--- src/rtl/zombie_game_pkg.sv ---
// Shared definitions for the PunchZombi game-play controller.
// Holds the FSM state encoding, the LFSR tap mask and a constant clog2 helper.
// No logic, no latency, no flow control.
package zombie_game_pkg;

   typedef enum logic [1:0] {
      ST_IDLE = 2'd0,
      ST_PLAY = 2'd1,
      ST_OVER = 2'd2
   } state_t;

   localparam logic [15:0] LFSR_TAPS = 16'hB400;

   // Ceiling log2 for sizing counters from parameters.
   function automatic int clog2(input int n);
      int r;
      r = 0;
      while ((1 << r) < n) r = r + 1;
      return r;
   endfunction

endpackage

--- src/rtl/lfsr16.sv ---
// Free-running 16-bit Galois LFSR used to pick spawn holes.
// Latency: advances one step every clk, in every game state; new value visible the next cycle.
// Backpressure: none, it never stalls.
// Ports: clk, rst (async, active-high, loads SEED), o_q = current LFSR state.
module lfsr16
   import zombie_game_pkg::*;
#(
   parameter logic [15:0] SEED = 16'hACE1
) (
   input  logic        clk,
   input  logic        rst,
   output logic [15:0] o_q
);

   logic [15:0] r_q;

   // Right-shifting Galois form: the bit shifted out folds the tap mask back in.
   always_ff @(posedge clk or posedge rst) begin
      if (rst) r_q <= SEED;
      else     r_q <= {1'b0, r_q[15:1]} ^ (r_q[0] ? LFSR_TAPS : 16'h0000);
   end

   assign o_q = r_q;

endmodule

--- src/rtl/zombie_game_ctrl.sv ---
// Game-play controller: turns the divider square wave into game ticks, spawns/escapes zombies,
// scores punches and tracks lives/time. Latency: every effect is registered on the clk edge that
// samples the input rise. Backpressure: none; inputs are levels, outputs are always valid.
// Ports: clk, rst (async high); i_clk_div slow square wave; i_start start button; i_punch per hole;
//        o_zombie up mask; o_score; o_lives; o_time_left; o_state (0 idle,1 play,2 over);
//        o_game_over; o_hit_pulse / o_miss_pulse one-clk event strobes.
module zombie_game_ctrl
   import zombie_game_pkg::*;
#(
   parameter int          NUM_HOLES   = 8,
   parameter int          SCORE_W     = 8,
   parameter int          LIVES_INIT  = 3,
   parameter int          UP_TICKS    = 6,
   parameter int          SPAWN_TICKS = 4,
   parameter int          GAME_TICKS  = 200,
   parameter logic [15:0] LFSR_SEED   = 16'hACE1
) (
   input  logic                 clk,
   input  logic                 rst,
   input  logic                 i_clk_div,
   input  logic                 i_start,
   input  logic [NUM_HOLES-1:0] i_punch,
   output logic [NUM_HOLES-1:0] o_zombie,
   output logic [SCORE_W-1:0]   o_score,
   output logic [1:0]           o_lives,
   output logic [7:0]           o_time_left,
   output logic [1:0]           o_state,
   output logic                 o_game_over,
   output logic                 o_hit_pulse,
   output logic                 o_miss_pulse
);

   localparam int H_W   = clog2(NUM_HOLES);
   localparam int AGE_W = clog2(UP_TICKS + 1);
   localparam int SP_W  = clog2(SPAWN_TICKS + 1);
   localparam int CNT_W = clog2(NUM_HOLES + 1);
   localparam int SUM_W = SCORE_W + CNT_W;
   localparam int CMP_W = CNT_W + 2;
   localparam logic [SCORE_W-1:0] SCORE_MAX = '1;

   state_t               r_state, w_state_nxt;
   logic                 r_clk_div_q, r_start_q;
   logic [NUM_HOLES-1:0] r_punch_q;
   logic [NUM_HOLES-1:0] r_zombie;
   logic [SCORE_W-1:0]   r_score;
   logic [1:0]           r_lives;
   logic [7:0]           r_time;
   logic [SP_W-1:0]      r_spawn_cnt;
   logic                 r_hit_pulse, r_miss_pulse;

   logic                 w_tick, w_start_rise, w_play, w_load, w_to_over;
   logic [NUM_HOLES-1:0] w_punch_rise, w_hit, w_esc, w_miss, w_spawn, w_zombie_nxt;
   logic [15:0]          w_lfsr;
   logic [H_W-1:0]       w_hole;
   logic                 w_lfsr_unused;
   logic                 w_spawn_try, w_spawn_ok;
   logic [CNT_W-1:0]     w_hit_cnt, w_miss_cnt;
   logic [SUM_W-1:0]     w_score_sum;
   logic [SCORE_W-1:0]   w_score_nxt;
   logic [1:0]           w_lives_nxt;
   logic [7:0]           w_time_nxt;
   logic [SP_W-1:0]      w_spawn_cnt_nxt;

   lfsr16 #(.SEED(LFSR_SEED)) u_lfsr (.clk(clk), .rst(rst), .o_q(w_lfsr));

   assign w_hole        = w_lfsr[H_W-1:0];
   assign w_lfsr_unused = ^w_lfsr[15:H_W];

   // Divider output is already in the clk domain, so a plain edge detect is enough.
   assign w_tick       = i_clk_div & ~r_clk_div_q;
   assign w_start_rise = i_start & ~r_start_q;
   assign w_punch_rise = i_punch & ~r_punch_q;

   always_ff @(posedge clk or posedge rst) begin
      if (rst) begin
         r_clk_div_q <= 1'b0;
         r_start_q   <= 1'b0;
         r_punch_q   <= '0;
      end else begin
         r_clk_div_q <= i_clk_div;
         r_start_q   <= i_start;
         r_punch_q   <= i_punch;
      end
   end

   // ---------------- FSM: state register ----------------
   always_ff @(posedge clk or posedge rst) begin
      if (rst) r_state <= ST_IDLE;
      else     r_state <= w_state_nxt;
   end

   // ---------------- FSM: next state ----------------
   always_comb begin
      w_state_nxt = r_state;
      case (r_state)
         ST_IDLE, ST_OVER: if (w_start_rise) w_state_nxt = ST_PLAY;
         ST_PLAY:          if (w_to_over)    w_state_nxt = ST_OVER;
         default:          w_state_nxt = ST_IDLE;
      endcase
   end

   // ---------------- FSM: outputs / decodes ----------------
   always_comb begin
      w_play      = 1'b0;
      w_load      = 1'b0;
      o_game_over = 1'b0;
      case (r_state)
         ST_IDLE: w_load = w_start_rise;
         ST_PLAY: w_play = 1'b1;
         ST_OVER: begin
            w_load      = w_start_rise;
            o_game_over = 1'b1;
         end
         default: ;
      endcase
   end

   // Spawn only into a hole that was empty before this edge; an escaping zombie
   // was up, so this also rules out respawning into the hole it just left.
   assign w_spawn_try = w_play & w_tick & (r_spawn_cnt == SP_W'(SPAWN_TICKS - 1));
   assign w_spawn_ok  = w_spawn_try & ~r_zombie[w_hole];

   for (genvar i = 0; i < NUM_HOLES; i++) begin : g_hole
      logic [AGE_W-1:0] r_age;

      assign w_hit[i]   = w_play & w_punch_rise[i] & r_zombie[i];
      assign w_esc[i]   = w_play & w_tick & r_zombie[i] & (r_age == AGE_W'(1));
      // A punch on the escape tick wins: no life is lost.
      assign w_miss[i]  = w_esc[i] & ~w_hit[i];
      assign w_spawn[i] = w_spawn_ok & (w_hole == H_W'(i));

      always_ff @(posedge clk or posedge rst) begin
         if (rst)                                   r_age <= '0;
         else if (w_load)                           r_age <= '0;
         else if (w_spawn[i])                       r_age <= AGE_W'(UP_TICKS);
         else if (w_play && w_tick && r_zombie[i])  r_age <= r_age - AGE_W'(1);
      end
   end

   always_comb begin
      w_hit_cnt  = '0;
      w_miss_cnt = '0;
      for (int k = 0; k < NUM_HOLES; k++) begin
         w_hit_cnt  = w_hit_cnt  + CNT_W'(w_hit[k]);
         w_miss_cnt = w_miss_cnt + CNT_W'(w_miss[k]);
      end
   end

   assign w_score_sum = SUM_W'(r_score) + SUM_W'(w_hit_cnt);
   assign w_score_nxt = (w_score_sum > SUM_W'(SCORE_MAX)) ? SCORE_MAX : w_score_sum[SCORE_W-1:0];
   assign w_lives_nxt = (CMP_W'(w_miss_cnt) >= CMP_W'(r_lives)) ? 2'd0 : r_lives - w_miss_cnt[1:0];
   assign w_time_nxt  = w_tick ? r_time - 8'd1 : r_time;
   assign w_to_over   = w_play & ((w_lives_nxt == 2'd0) | (w_time_nxt == 8'd0));
   assign w_zombie_nxt = (r_zombie & ~w_hit & ~w_esc) | w_spawn;
   assign w_spawn_cnt_nxt = !w_tick ? r_spawn_cnt :
                            (r_spawn_cnt == SP_W'(SPAWN_TICKS - 1)) ? '0 : r_spawn_cnt + SP_W'(1);

   always_ff @(posedge clk or posedge rst) begin
      if (rst) begin
         r_zombie     <= '0;
         r_score      <= '0;
         r_lives      <= '0;
         r_time       <= '0;
         r_spawn_cnt  <= '0;
         r_hit_pulse  <= 1'b0;
         r_miss_pulse <= 1'b0;
      end else begin
         r_hit_pulse  <= 1'b0;
         r_miss_pulse <= 1'b0;
         if (w_load) begin
            r_zombie    <= '0;
            r_score     <= '0;
            r_lives     <= 2'(LIVES_INIT);
            r_time      <= 8'(GAME_TICKS);
            r_spawn_cnt <= '0;
         end else if (w_play) begin
            r_zombie     <= w_to_over ? '0 : w_zombie_nxt;
            r_score      <= w_score_nxt;
            r_lives      <= w_lives_nxt;
            r_time       <= w_time_nxt;
            r_spawn_cnt  <= w_spawn_cnt_nxt;
            r_hit_pulse  <= |w_hit;
            r_miss_pulse <= |w_miss;
         end
      end
   end

   assign o_zombie     = r_zombie;
   assign o_score      = r_score;
   assign o_lives      = r_lives;
   assign o_time_left  = r_time;
   assign o_state      = r_state;
   assign o_hit_pulse  = r_hit_pulse;
   assign o_miss_pulse = r_miss_pulse;

endmodule
--- config.mk ---
export PLATFORM = sky130hd
export DESIGN_NAME = zombie_game_ctrl
export DESIGN_NICKNAME = d
export VERILOG_FILES = /design/src/rtl/zombie_game_pkg.sv /design/src/rtl/lfsr16.sv /design/src/rtl/zombie_game_ctrl.sv
export SDC_FILE = /design/constraint.sdc
export NUM_CORES = 1
export LEC_CHECK = 0
export BUFFER_PORTS_ARGS = -buffer_cell sky130_fd_sc_hd__buf_2
export CAP_MARGIN = 20
export CELL_PAD_IN_SITES_DETAIL_PLACEMENT = 1
export CELL_PAD_IN_SITES_GLOBAL_PLACEMENT = 1
export CORE_MARGIN = 2
export CORE_UTILIZATION = 50
export DETAILED_ROUTE_END_ITERATION = 10
export HOLD_SLACK_MARGIN = 0.15
export PLACE_DENSITY_LB_ADDON = 0.3
export SYNTH_ARGS = -nofsm -noshare
export SYNTH_HDL_FRONTEND = slang
export SYNTH_HIERARCHICAL = 1
export SYNTH_SLANG_ARGS = --single-unit
--- constraint.sdc ---
create_clock -name clk -period 13.6 [get_ports clk]
set_input_delay 1.36 -clock clk [delete_from_list [all_inputs] [get_ports clk]]
set_output_delay 1.36 -clock clk [all_outputs]
set_load 0.03 [all_outputs]
==> run_results.csv <==
group,metric,value,unit
setup_path,cp-end-kind,"register",
setup_path,reg2reg_setup_slack,7.73,ns
routing,postRouteAntennaNets,0,
flow_run,drv_cap,0,
power_and_ir_drop,powerDensity,139,nW/um^2
synth,synth_sequential_area_ratio,0.448,
layout,final_nets,553,
synth,async_flop_share,1.00,
setup_path,crit_path_max_fanout,17,
timing,relSlewSlack,0.375,
setup_path,worst_ep_required_time,13.87,ns
routing,drc_errors,0,
timing,final_max_slew_viol_count,0,
layout,diodes,0,
power_and_ir_drop,vdd_drop_max,0.0000619,V
timing,skew,0.0139,ns
layout,drive_gt1_frac,0.166,
timing,tightest_slew,0.935,ns
timing,setup_tns,0,ns
layout,fin_util,0.560,
timing,finalCritPeriodShare,0.475,
floorplan,die_width,101,um
floorplan,die-area,10100,um^2
synth,synth_top_area_share,0.403,
cts,htreeDepth,3,
power_and_ir_drop,p_leak,2.42,nW
routing,vias_per_cell,5.95,
layout,final_area,5120,um^2
cts,cts_root_buffer,"clkbuf_8",
layout,regArea,2090,um^2
synth,synthCells,461,
routing,wl,11.8,mm
routing,wl_per_cell,19.2,um
grt,overflow,0,
routing,wl_met2,5.87,mm
layout,multiInputGateArea,2280,um^2
synth,synth_seq_cells,83,
place,io_buffers,42,
cts,cts.sinks,83,
layout,nFillCells,1042,
status,outcome,"finished, final reports clean",
synth,synth_ff_type,"dfrtp_1",
floorplan,die-height,101,um
hold_path,hp-class,"register to register",
floorplan,core.rowCount,35,
synth,synth_area,4660,um^2
routing,wl_met1,5.34,mm
place,hpwl,8.62,mm
synth,synthTopCellsByArea,"dfrtp_1, ha_1, dfstp_2",
routing,dr.max_layer_used,"met4",
setup_path,timing_worst_setup_path_type,"primary input to register",
routing,routed-wl-met3,467,um
synth,yosysWarnings,6,
floorplan,ioPinCount,43,
synth,synth_fp_nets,513,
place,place_area,4920,um^2
synth,yosysTopAreaCell,"dfrtp_1",
grt,antenna_found_initial,0,
routing,firstDrtPassIters,4,
grt,first_global_vias,3833,
setup_path,arrival,6.74,ns
cts,clkLatencyLatePin,0.37,ns
grt,grt_pass1_wl,19.5,mm
timing,max_freq,0.155,GHz
grt,grt_usage,0.249,
place,place.gp.congestion,0.908,
synth,synth-edff-count,0,
routing,vias,3674,
synth,ys_types,57,
cts,post_cts_buffers,0,
timing,min_period,6.46,ns
cts,cts_buffers,9,
cts,clk_pin_slew,0.09,ns
layout,area_growth,9.96,%
cts,cts_tree,"yes",
timing,setup_violations,0,
grt,grt_max_degree,68,
cts,clockBufferDepth,2,
cts,hold_buffers,0,
cts,ctsResizeCount,0,
routing,drt_iter0_markers,138,
floorplan,initial_core_util,0.509,
setup_path,crit_path_start_kind,"primary input",
timing,hold_viol,0,
timing,rsz0062_at_grt,"no",
synth,syn_area_per_cell,10.1,um^2
floorplan,core_region_area,9150,um^2
where the power goes:
group	leakage [nW]	switching, mW	internal, mW
clock	0.0984	0.0985	0.0876
sequential	1.08	0.0335	0.270
combinational	1.24	0.153	0.0711
placed cells by master (no fill, tap or decap), types with 3 or more instances in the layout:
cell type / n
o31ai_1: 6
clkbuf_8: 9
inv_1: 47
a22o_1: 3
or2_2: 3
nor3_1: 20
a31oi_1: 3
o21ai_0: 30
xor2_1: 4
a311o_1: 14
nor2_1: 32
nor3b_1: 7
nor2b_1: 9
dfstp_2: 8
dfrtp_1: 75
and2_1: 3
buf_2: 42
nand2b_1: 10
o21bai_1: 4
nand3_1: 11
a21oi_1: 20
mux2i_1: 3
buf_4: 3
nor4_1: 5
fa_1: 9
nand2_1: 32
xnor2_1: 15
ha_1: 31
nor4b_1: 3
final timing paths:
check                          startpoint             end  cells past startpoint
min                        u_lfsr/o_q[12]  u_lfsr/o_q[11]                      0
max in group asynchronous             rst     o_zombie[1]                      3
min reg2reg                u_lfsr/o_q[12]  u_lfsr/o_q[11]                      0
min in group asynchronous             rst   u_lfsr/o_q[9]                      2
max                             i_clk_div     o_zombie[5]                     19
max reg2reg                    o_state[0]     o_zombie[5]                     18
layout make-up:
cell class              instances  area share
clock buffers                   9      0.0242
clock inverters                 7      0.0161
inverters                      48      0.0352
multi-input cells             314       0.445
flip-flops and latches         83       0.407
well taps                     111      0.0271
repair buffers                 45      0.0454
critical path: stages:
cell      delay, ns
buf_2          0.14
and4bb_2       0.52
nand2_1        0.22
nor4b_1        0.51
fa_1           0.26
inv_1          0.06
fa_1           0.53
inv_1          0.05
fa_1           0.53
ha_1           0.18
inv_1          0.06
fa_1           0.49
inv_1          0.05
ha_1           0.31
o21ai_0        0.17
o21ai_0        0.16
nor4_1         0.64
o21ai_0        0.25
o21ai_0        0.23
through the flow:
stage | instances | power, mW | worst slack [ns] | hold slack (ns)
after floorplan | 461 | 0.469 | 7.78 | 0.331
after global placement | 601 | 0.520 | 7.32 | 0.337
after detailed placement | 601 | 0.531 | 6.83 | 0.340
after CTS | 617 | 0.719 | 7.21 | 0.361
after global routing | 617 | 0.758 | 6.83 | 0.369
final | 617 | 0.714 | 7.14 | 0.358
cells in the mapped netlist, types with 8 or more instances:
cell type	number
ha_1	31
nand2_1	32
a21oi_1	20
dfstp_2	8
nand3_1	11
a311o_1	14
xnor2_1	15
inv_1	48
nor2b_1	9
fa_1	9
dfrtp_1	75
nor2_1	33
nor3_1	20
o21ai_0	30
nand2b_1	10
kinds of logic after synthesis:
logic type               synth area share
AO/OA/AOI/OAI                       0.140
XOR/XNOR                           0.0357
adder cells (fa/ha/maj)             0.122
buffers and inverters              0.0636
flip-flops                          0.448
multiplexers                      0.00644
AND/OR/NAND/NOR                     0.185
layer usage:
| metal | track usage | vias to the layer above |
|---|---|---|
| met2 | 0.422 | 69 |
| met4 | 0.0727 | 0 |
| met5 | 0 | - |
| met3 | 0.0437 | 13 |
| li1 | - | 1685 |
| met1 | 0.329 | 1907 |
state kept, by name, indices dropped and copies added (netlist names):
name	cells
r_start_q	1
r_clk_div_q	1
o_lives	2
u_lfsr/o_q	16
o_miss_pulse	1
g_hole.r_age	24
o_state	2
r_punch_q	8
o_score	8
o_time_left	8
r_spawn_cnt	3
o_zombie	8
o_hit_pulse	1
Note: power is estimated with default switching activity, not from simulation.
